## config.mk

```make
export PLATFORM = sky130hd
export DESIGN_NAME = seq_mult_ctrl
export DESIGN_NICKNAME = d
export VERILOG_FILES = /design/src/rtl/seq_mult_ctrl.sv
export SDC_FILE = /design/constraint.sdc
export NUM_CORES = 1
export LEC_CHECK = 0
export ABC_AREA = 1
export CORE_MARGIN = 2
export CORE_UTILIZATION = 40
export CTS_CLUSTER_SIZE = 20
export DETAILED_ROUTE_END_ITERATION = 10
export PLACE_DENSITY = 0.71
export SLEW_MARGIN = 40
export SYNTH_ARGS = -nofsm -noshare
export SYNTH_HDL_FRONTEND = slang
export SYNTH_SLANG_ARGS = --single-unit
```

## constraint.sdc

```tcl
create_clock -name clk -period 10.2 [get_ports clk]
set_input_delay 1.02 -clock clk [delete_from_list [all_inputs] [get_ports clk]]
set_output_delay 1.02 -clock clk [all_outputs]
set_load 0.005 [all_outputs]
```

## src/rtl/seq_mult_ctrl.sv

```systemverilog
`default_nettype none
// ============================================================================
//  Module      : seq_mult_ctrl
//  Description : Shift-and-add unsigned multiplier controller. Time-shares an
//                external WIDTH-bit combinational adder, one multiplier bit per
//                cycle, producing a 2*WIDTH-bit product after WIDTH cycles.
//  Revision    : 1.0  initial release
// ============================================================================
module seq_mult_ctrl #(
    parameter int WIDTH = 32
) (
    input  logic                 clk,
    input  logic                 rst,
    input  logic                 start,
    input  logic [WIDTH-1:0]     a,
    input  logic [WIDTH-1:0]     b,
    output logic                 busy,
    output logic                 done,
    output logic [2*WIDTH-1:0]   product,
    output logic [WIDTH-1:0]     add_a,
    output logic [WIDTH-1:0]     add_b,
    output logic                 add_cin,
    input  logic [WIDTH-1:0]     add_sum,
    input  logic                 add_cout
);

    localparam int CNT_W = $clog2(WIDTH) + 1;

    typedef enum logic [1:0] {
        S_IDLE = 2'd0,
        S_CALC = 2'd1,
        S_DONE = 2'd2
    } state_t;

    state_t             state;
    state_t             state_next;
    logic [WIDTH-1:0]   m;
    logic [WIDTH-1:0]   hi;
    logic [WIDTH-1:0]   lo;
    logic [CNT_W-1:0]   cnt;
    logic               last_step;

    assign last_step = (cnt == CNT_W'(WIDTH - 1));

    // State register; reset aborts any operation in flight.
    always_ff @(posedge clk or posedge rst) begin
        if (rst) begin
            state <= S_IDLE;
        end else begin
            state <= state_next;
        end
    end

    // Next-state decode and adder drive; adder inputs are zero unless calculating.
    always_comb begin
        state_next = state;
        busy       = 1'b0;
        done       = 1'b0;
        add_a      = '0;
        add_b      = '0;
        add_cin    = 1'b0;
        case (state)
            S_IDLE: begin
                if (start) begin
                    state_next = S_CALC;
                end
            end
            S_CALC: begin
                busy  = 1'b1;
                add_a = hi;
                add_b = lo[0] ? m : '0;
                if (last_step) begin
                    state_next = S_DONE;
                end
            end
            S_DONE: begin
                done       = 1'b1;
                state_next = S_IDLE;
            end
            default: begin
                state_next = S_IDLE;
            end
        endcase
    end

    // Datapath: capture operands on accept, then shift the sum right into HI:LO.
    always_ff @(posedge clk or posedge rst) begin
        if (rst) begin
            m       <= '0;
            hi      <= '0;
            lo      <= '0;
            cnt     <= '0;
            product <= '0;
        end else begin
            case (state)
                S_IDLE: begin
                    if (start) begin
                        m   <= a;
                        hi  <= '0;
                        lo  <= b;
                        cnt <= '0;
                    end
                end
                S_CALC: begin
                    // Carry-out becomes the new HI MSB, so no overflow is lost.
                    hi  <= {add_cout, add_sum[WIDTH-1:1]};
                    lo  <= {add_sum[0], lo[WIDTH-1:1]};
                    cnt <= cnt + 1'b1;
                    if (last_step) begin
                        product <= {add_cout, add_sum, lo[WIDTH-1:1]};
                    end
                end
                default: begin
                end
            endcase
        end
    end

endmodule
`default_nettype wire

```

Yosys cells after proc, flatten, opt, wreduce, memory -nomap -nowiden
Index checks and enable logic that the tools add are counted.

storage, ports and cells
  register bits after elaboration = 168
  word-level logic and storage cells = 32
  bits of input ports = 100
  output and inout bits = 131

operators by class
  muxes and demuxes = 14
  add/subtract/negate cells = 1
  reductions and logical operators = 6
  equality and inequality tests = 5

operators with widths
  cell                                                             count
  32-bit two-way mux                                               5
  32-bit one-hot mux with 2 select lines                           2
  6-bit one-hot mux with 2 select lines                            1
  2-bit AND reduction                                              4
  6-bit by 1-bit adder with 6-bit output, second input constant    1
  6-bit by 5-bit == test with 1-bit output, second input constant  1
  6-bit two-way mux                                                1
  2-bit two-way mux                                                2
  2-bit != test, second input constant                             2
  2-bit one-hot mux with 2 select lines                            1
  2-bit by 1-bit == test with 1-bit output, second input constant  1
  2-bit == test, second input constant                             1
  2-bit logical NOT                                                1
  1-bit two-way mux                                                2
  2-bit nonzero test                                               1

Logic depth before layout (Yosys ltp)
  depth after elaboration = 3
  gate-level depth with buffers = 8
  depth with buffers taken out = 7

Least setup slack after synthesis
Ideal clock, no wire load.

  path kind = reg-to-output
  from = reg state[1]
  to = out add_b[10]
  data required time = 9180 ps
  setup slack = 8130 ps
  arrival = 1050 ps
  path buffers = 2
  cell stages (with the launch flop) = 6
  cells stage by stage = dfrtp_1 nor2_2 buf_4 nand2_1 buf_2 nor2_1

on the way
  word-level cells in the longest chain between the ends = 2

ends and longest elaborated chain
  what                                      line  source
  from (decl)                               35    state_t state;
  from (signal assigned)                    50    state <= state_next;
  2-bit by 1-bit == test with 1-bit output  62    case (state)
  32-bit two-way mux                        62
  to (decl)                                 21    output logic [WIDTH-1:0] add_b,

Every way passes these cells.

Final worst setup path
  from = reg state[1]
  to = out add_b[31]

The elaborated chain is that of the path after synthesis.

==> metrics.md <==
| Metric | Value |
|---|---|
| CP top delay family | `buffers and inverters` |
| Via Count | `~6,200` |
| ANT nets after route | `0` |
| Ys async rst share | `1.000` |
| Non-Filler Instances | `about 1,300` |
| Crit-path cells | `nor2_4, buf_4, buf_4, inv_2, buf_4, nor2_1, clkdlybuf4s50_1` |
| TritonCTS buffer count | `17` |
| Worst setup SP type | `flip-flop` |
| Total Routing Usage GR | `0.1958` |
| Final net count | `between 1,000 and 1,500` |
| CP peak stage delay | `0.62 ns` |
| Clock transition at the registers of the reported paths | `~0.06 ns` |
| Fin crit share | `0.4484` |
| FP Rows | `slightly below 50` |
| CTS tree | `done` |
| Clk pwr share | `0.244` |
| Post-synth EDFFs | `0` |
| # hold bufs at CTS | `0` |
| Most used flip-flop cell after synthesis | `dfrtp_1` |
| Setup bufs post-CTS | `0` |
| Net load switching power | `~0.00094 W` |
| Vias per cell | `between 4 and 5` |
| Flops & latches, synth | `168` |
| Starting DRT DRC Count | `353` |
| Most frequent cell after synthesis | `nand2_1` |
| Cells after Synth | `851` |
| Clock root buffer | `clkbuf_16` |
| Biggest area consumer among synthesized cells | `dfrtp_1` |
| Die width | `about 140 um` |
| Largest net degree at the start of global routing | `110` |
| Run status | `completed` |
| Critical Path AT | `around 3.6 ns` |
| Post-placement cell count | `roughly 1,300` |
| Sink Count | `between 150 and 200` |
| Die Y | `138.1 um` |
| I/O pins | `231` |
| RSZ-0062 raised after global routing | `false` |
| GP Congestion | `0.8015` |
| Seq/Total Area, Yosys | `0.5849` |
| Layout cell share with drive strength beyond 1 | `0.04614` |
| First-pass GRT wire length | `a little over 30 mm` |
| Final Routed Wirelength | `between 15 and 20 mm` |
| CP endpoint kind | `output port` |
| Worst Path Buf+Inv | `5` |
| Final Util | `0.5713` |
| Top post-synthesis cells by count | `nand2_1 (278), dfrtp_1 (168), nand3_1 (131)` |
| Layout area overhead | `41.30%` |
| Top cell type's share of synthesized area | `0.5849` |
| Fill cell count | `1,633` |
| Final worst path period need | `between 4 and 5 ns` |
| Fmax | `~220 MHz` |
| Final Max Tran Viols | `0` |
| Antenna violations before repair | `2` |
| Synth Net Count | `952` |
| P per Cell Area | `approximately 290 nW/um2` |
| Skew final | `around 0.0058 ns` |
| Setup_tns | `0 ns` |
| CP max-delay cell | `buf_4` |
| Mean Syn Cell Area | `8.447 um2` |
| Avg WL per Cell | `roughly 14 um` |
| Final setup fails | `0` |
| Vias in the first global route | `a little under 6,000` |
| Maximum vdd ir drop | `about 0.00014 V` |
| Final hold viol count | `0` |
| CP Max Fanout | `80` |
| Gr ovfl total | `0` |
| P_leak | `between 4 and 5 nW` |
| Initial Utilization | `0.4043` |
| Worst-skew pair later-pin latency | `~0.42 ns` |
| Hpwl dp | `12.28 mm` |
| Post-Syn Area | `7188 um2` |
| HP Class | `reg -> reg` |
| DRT Pass-1 Iters | `4` |
| IO Port Bufs | `229` |
| Count of different cell masters after synthesis | `22` |
| Seq pwr share | `0.382` |
| Core Region | `approximately 18,000 um2` |
| Worst slew pin tran | `approximately 0.77 ns` |
| Required @ worst endpoint | `9.18 ns` |
| Max H-tree Level | `4` |
| CTS resizes | `0` |
| P_int | `between 0.0015 and 0.002 W` |
| Synth top area cells | `dfrtp_1 (58%), nand2_1 (15%), nand3_1 (9.1%)` |
| Final hold slack | `approximately 0.47 ns` |
| # Max-Cap Violations | `0` |
| Switch share | `0.3233` |
| WS Path Type | `reg -> out` |
| Relative slew slack | `0.4883` |
| Synth warn | `0` |
| Die area | `between 15,000 and 20,000 um2` |
| Most used cell, CP | `buf_4` |
| Clock Tree Buf Depth | `2` |
| Comb pwr share | `0.374` |
| # DRC | `0` |
## power by group through the flow
stage	Clock (W)	Combinational (W)	Sequential, W
floorplan	0	0.000525	0.00110
global placement	0	0.00108	0.00112
detailed placement	0	0.00111	0.00112
CTS	0.000726	0.00111	0.00111
global route	0.000752	0.00122	0.00115
finish	0.000713	0.00109	0.00111
## area by class of cell
class / instances / area (um2) / share of cell area
inverter: 76 / 297.8 / 0.02932
antenna: 2 / 5.005 / 0.0004927
multi-input combinational: 551 / 2364 / 0.2327
sequential: 168 / 4204 / 0.4139
clock inverter: 11 / 195.2 / 0.01922
timing repair buffer: 236 / 2349 / 0.2312
tap: 229 / 286.5 / 0.02821
clock buffer: 20 / 456.7 / 0.04496
## tightest hold or removal path: stages (launching register included)
cell	delay (ns)
dfrtp_1	0.34
nand2_1	0.05
nand2_1	0.04
## cells in the final DEF, fill, tap and decap left out
master | Yosys | routed
nand3_1 | 131 | 131
inv_2 | 4 | 4
nor2_1 | 67 | 67
o21ai_1 | 15 | 15
clkinv_2 | 0 | 1
clkinvlp_4 | 0 | 3
nor2_4 | 0 | 2
inv_6 | 0 | 1
nand2_1 | 278 | 275
clkbuf_8 | 0 | 2
clkdlybuf4s50_1 | 0 | 229
o211ai_1 | 1 | 1
o21ai_0 | 51 | 51
clkinv_8 | 0 | 1
dfrtp_1 | 168 | 168
clkbuf_16 | 0 | 17
nand4_1 | 1 | 1
buf_6 | 11 | 1
inv_1 | 72 | 71
ha_1 | 1 | 1
nand2_2 | 1 | 4
nand3_2 | 1 | 1
clkbuf_1 | 8 | 1
buf_4 | 6 | 6
o22ai_1 | 1 | 1
bufinv_16 | 0 | 5
conb_1 | 1 | 1
clkinv_4 | 0 | 1
diode_2 | 0 | 2
## cell families after synthesis
family | after synthesis | synth area share
adder cells (fa/ha/maj) | 1 | 0.001740
flip-flops | 168 | 0.5849
other | 1 | 0.0005217
AND/OR/NAND/NOR | 481 | 0.2762
buffers and inverters | 132 | 0.08877
AO/OA/AOI/OAI | 68 | 0.04787
## sequential cells by signal, indices dropped and copies added, names as in the netlist
register and flops:
cnt 6, lo 32, hi 32, product 64
m 32, state 2
## per-layer routing
metal | up-vias | share of wire | track usage
met5 | - | 0 | 0
met4 | 0 | 0.017 | 0.06713
met3 | 19 | 0.065 | 0.04988
met2 | 194 | 0.46 | 0.2989
met1 | 2900 | 0.46 | 0.2742
li1 | 3060 | - | -
## path summary, 6_finish.rpt
check	cells after the start	slack (ns)	to	from
max	7	5.63	add_b[31]	state[1]
min	2	0.47	product[36]	product[36]
max reg2reg	9	6.81	cnt[4]	state[1]
min reg2reg	2	0.47	product[36]	product[36]
max in group asynchronous	3	8.11	m[29]	rst
min in group asynchronous	2	1.03	hi[27]	rst
## per-stage QoR
stage	power [W]	area, um2	setup slack (ns)
global placement	0.002198	9484	6.063
finish	0.002917	10160	5.627
floorplan	0.001625	7188	4.633
global route	0.003122	10150	5.392
detailed placement	0.002228	9492	6.055
CTS	0.002951	10140	5.585
(Power assumes the default switching activity.)
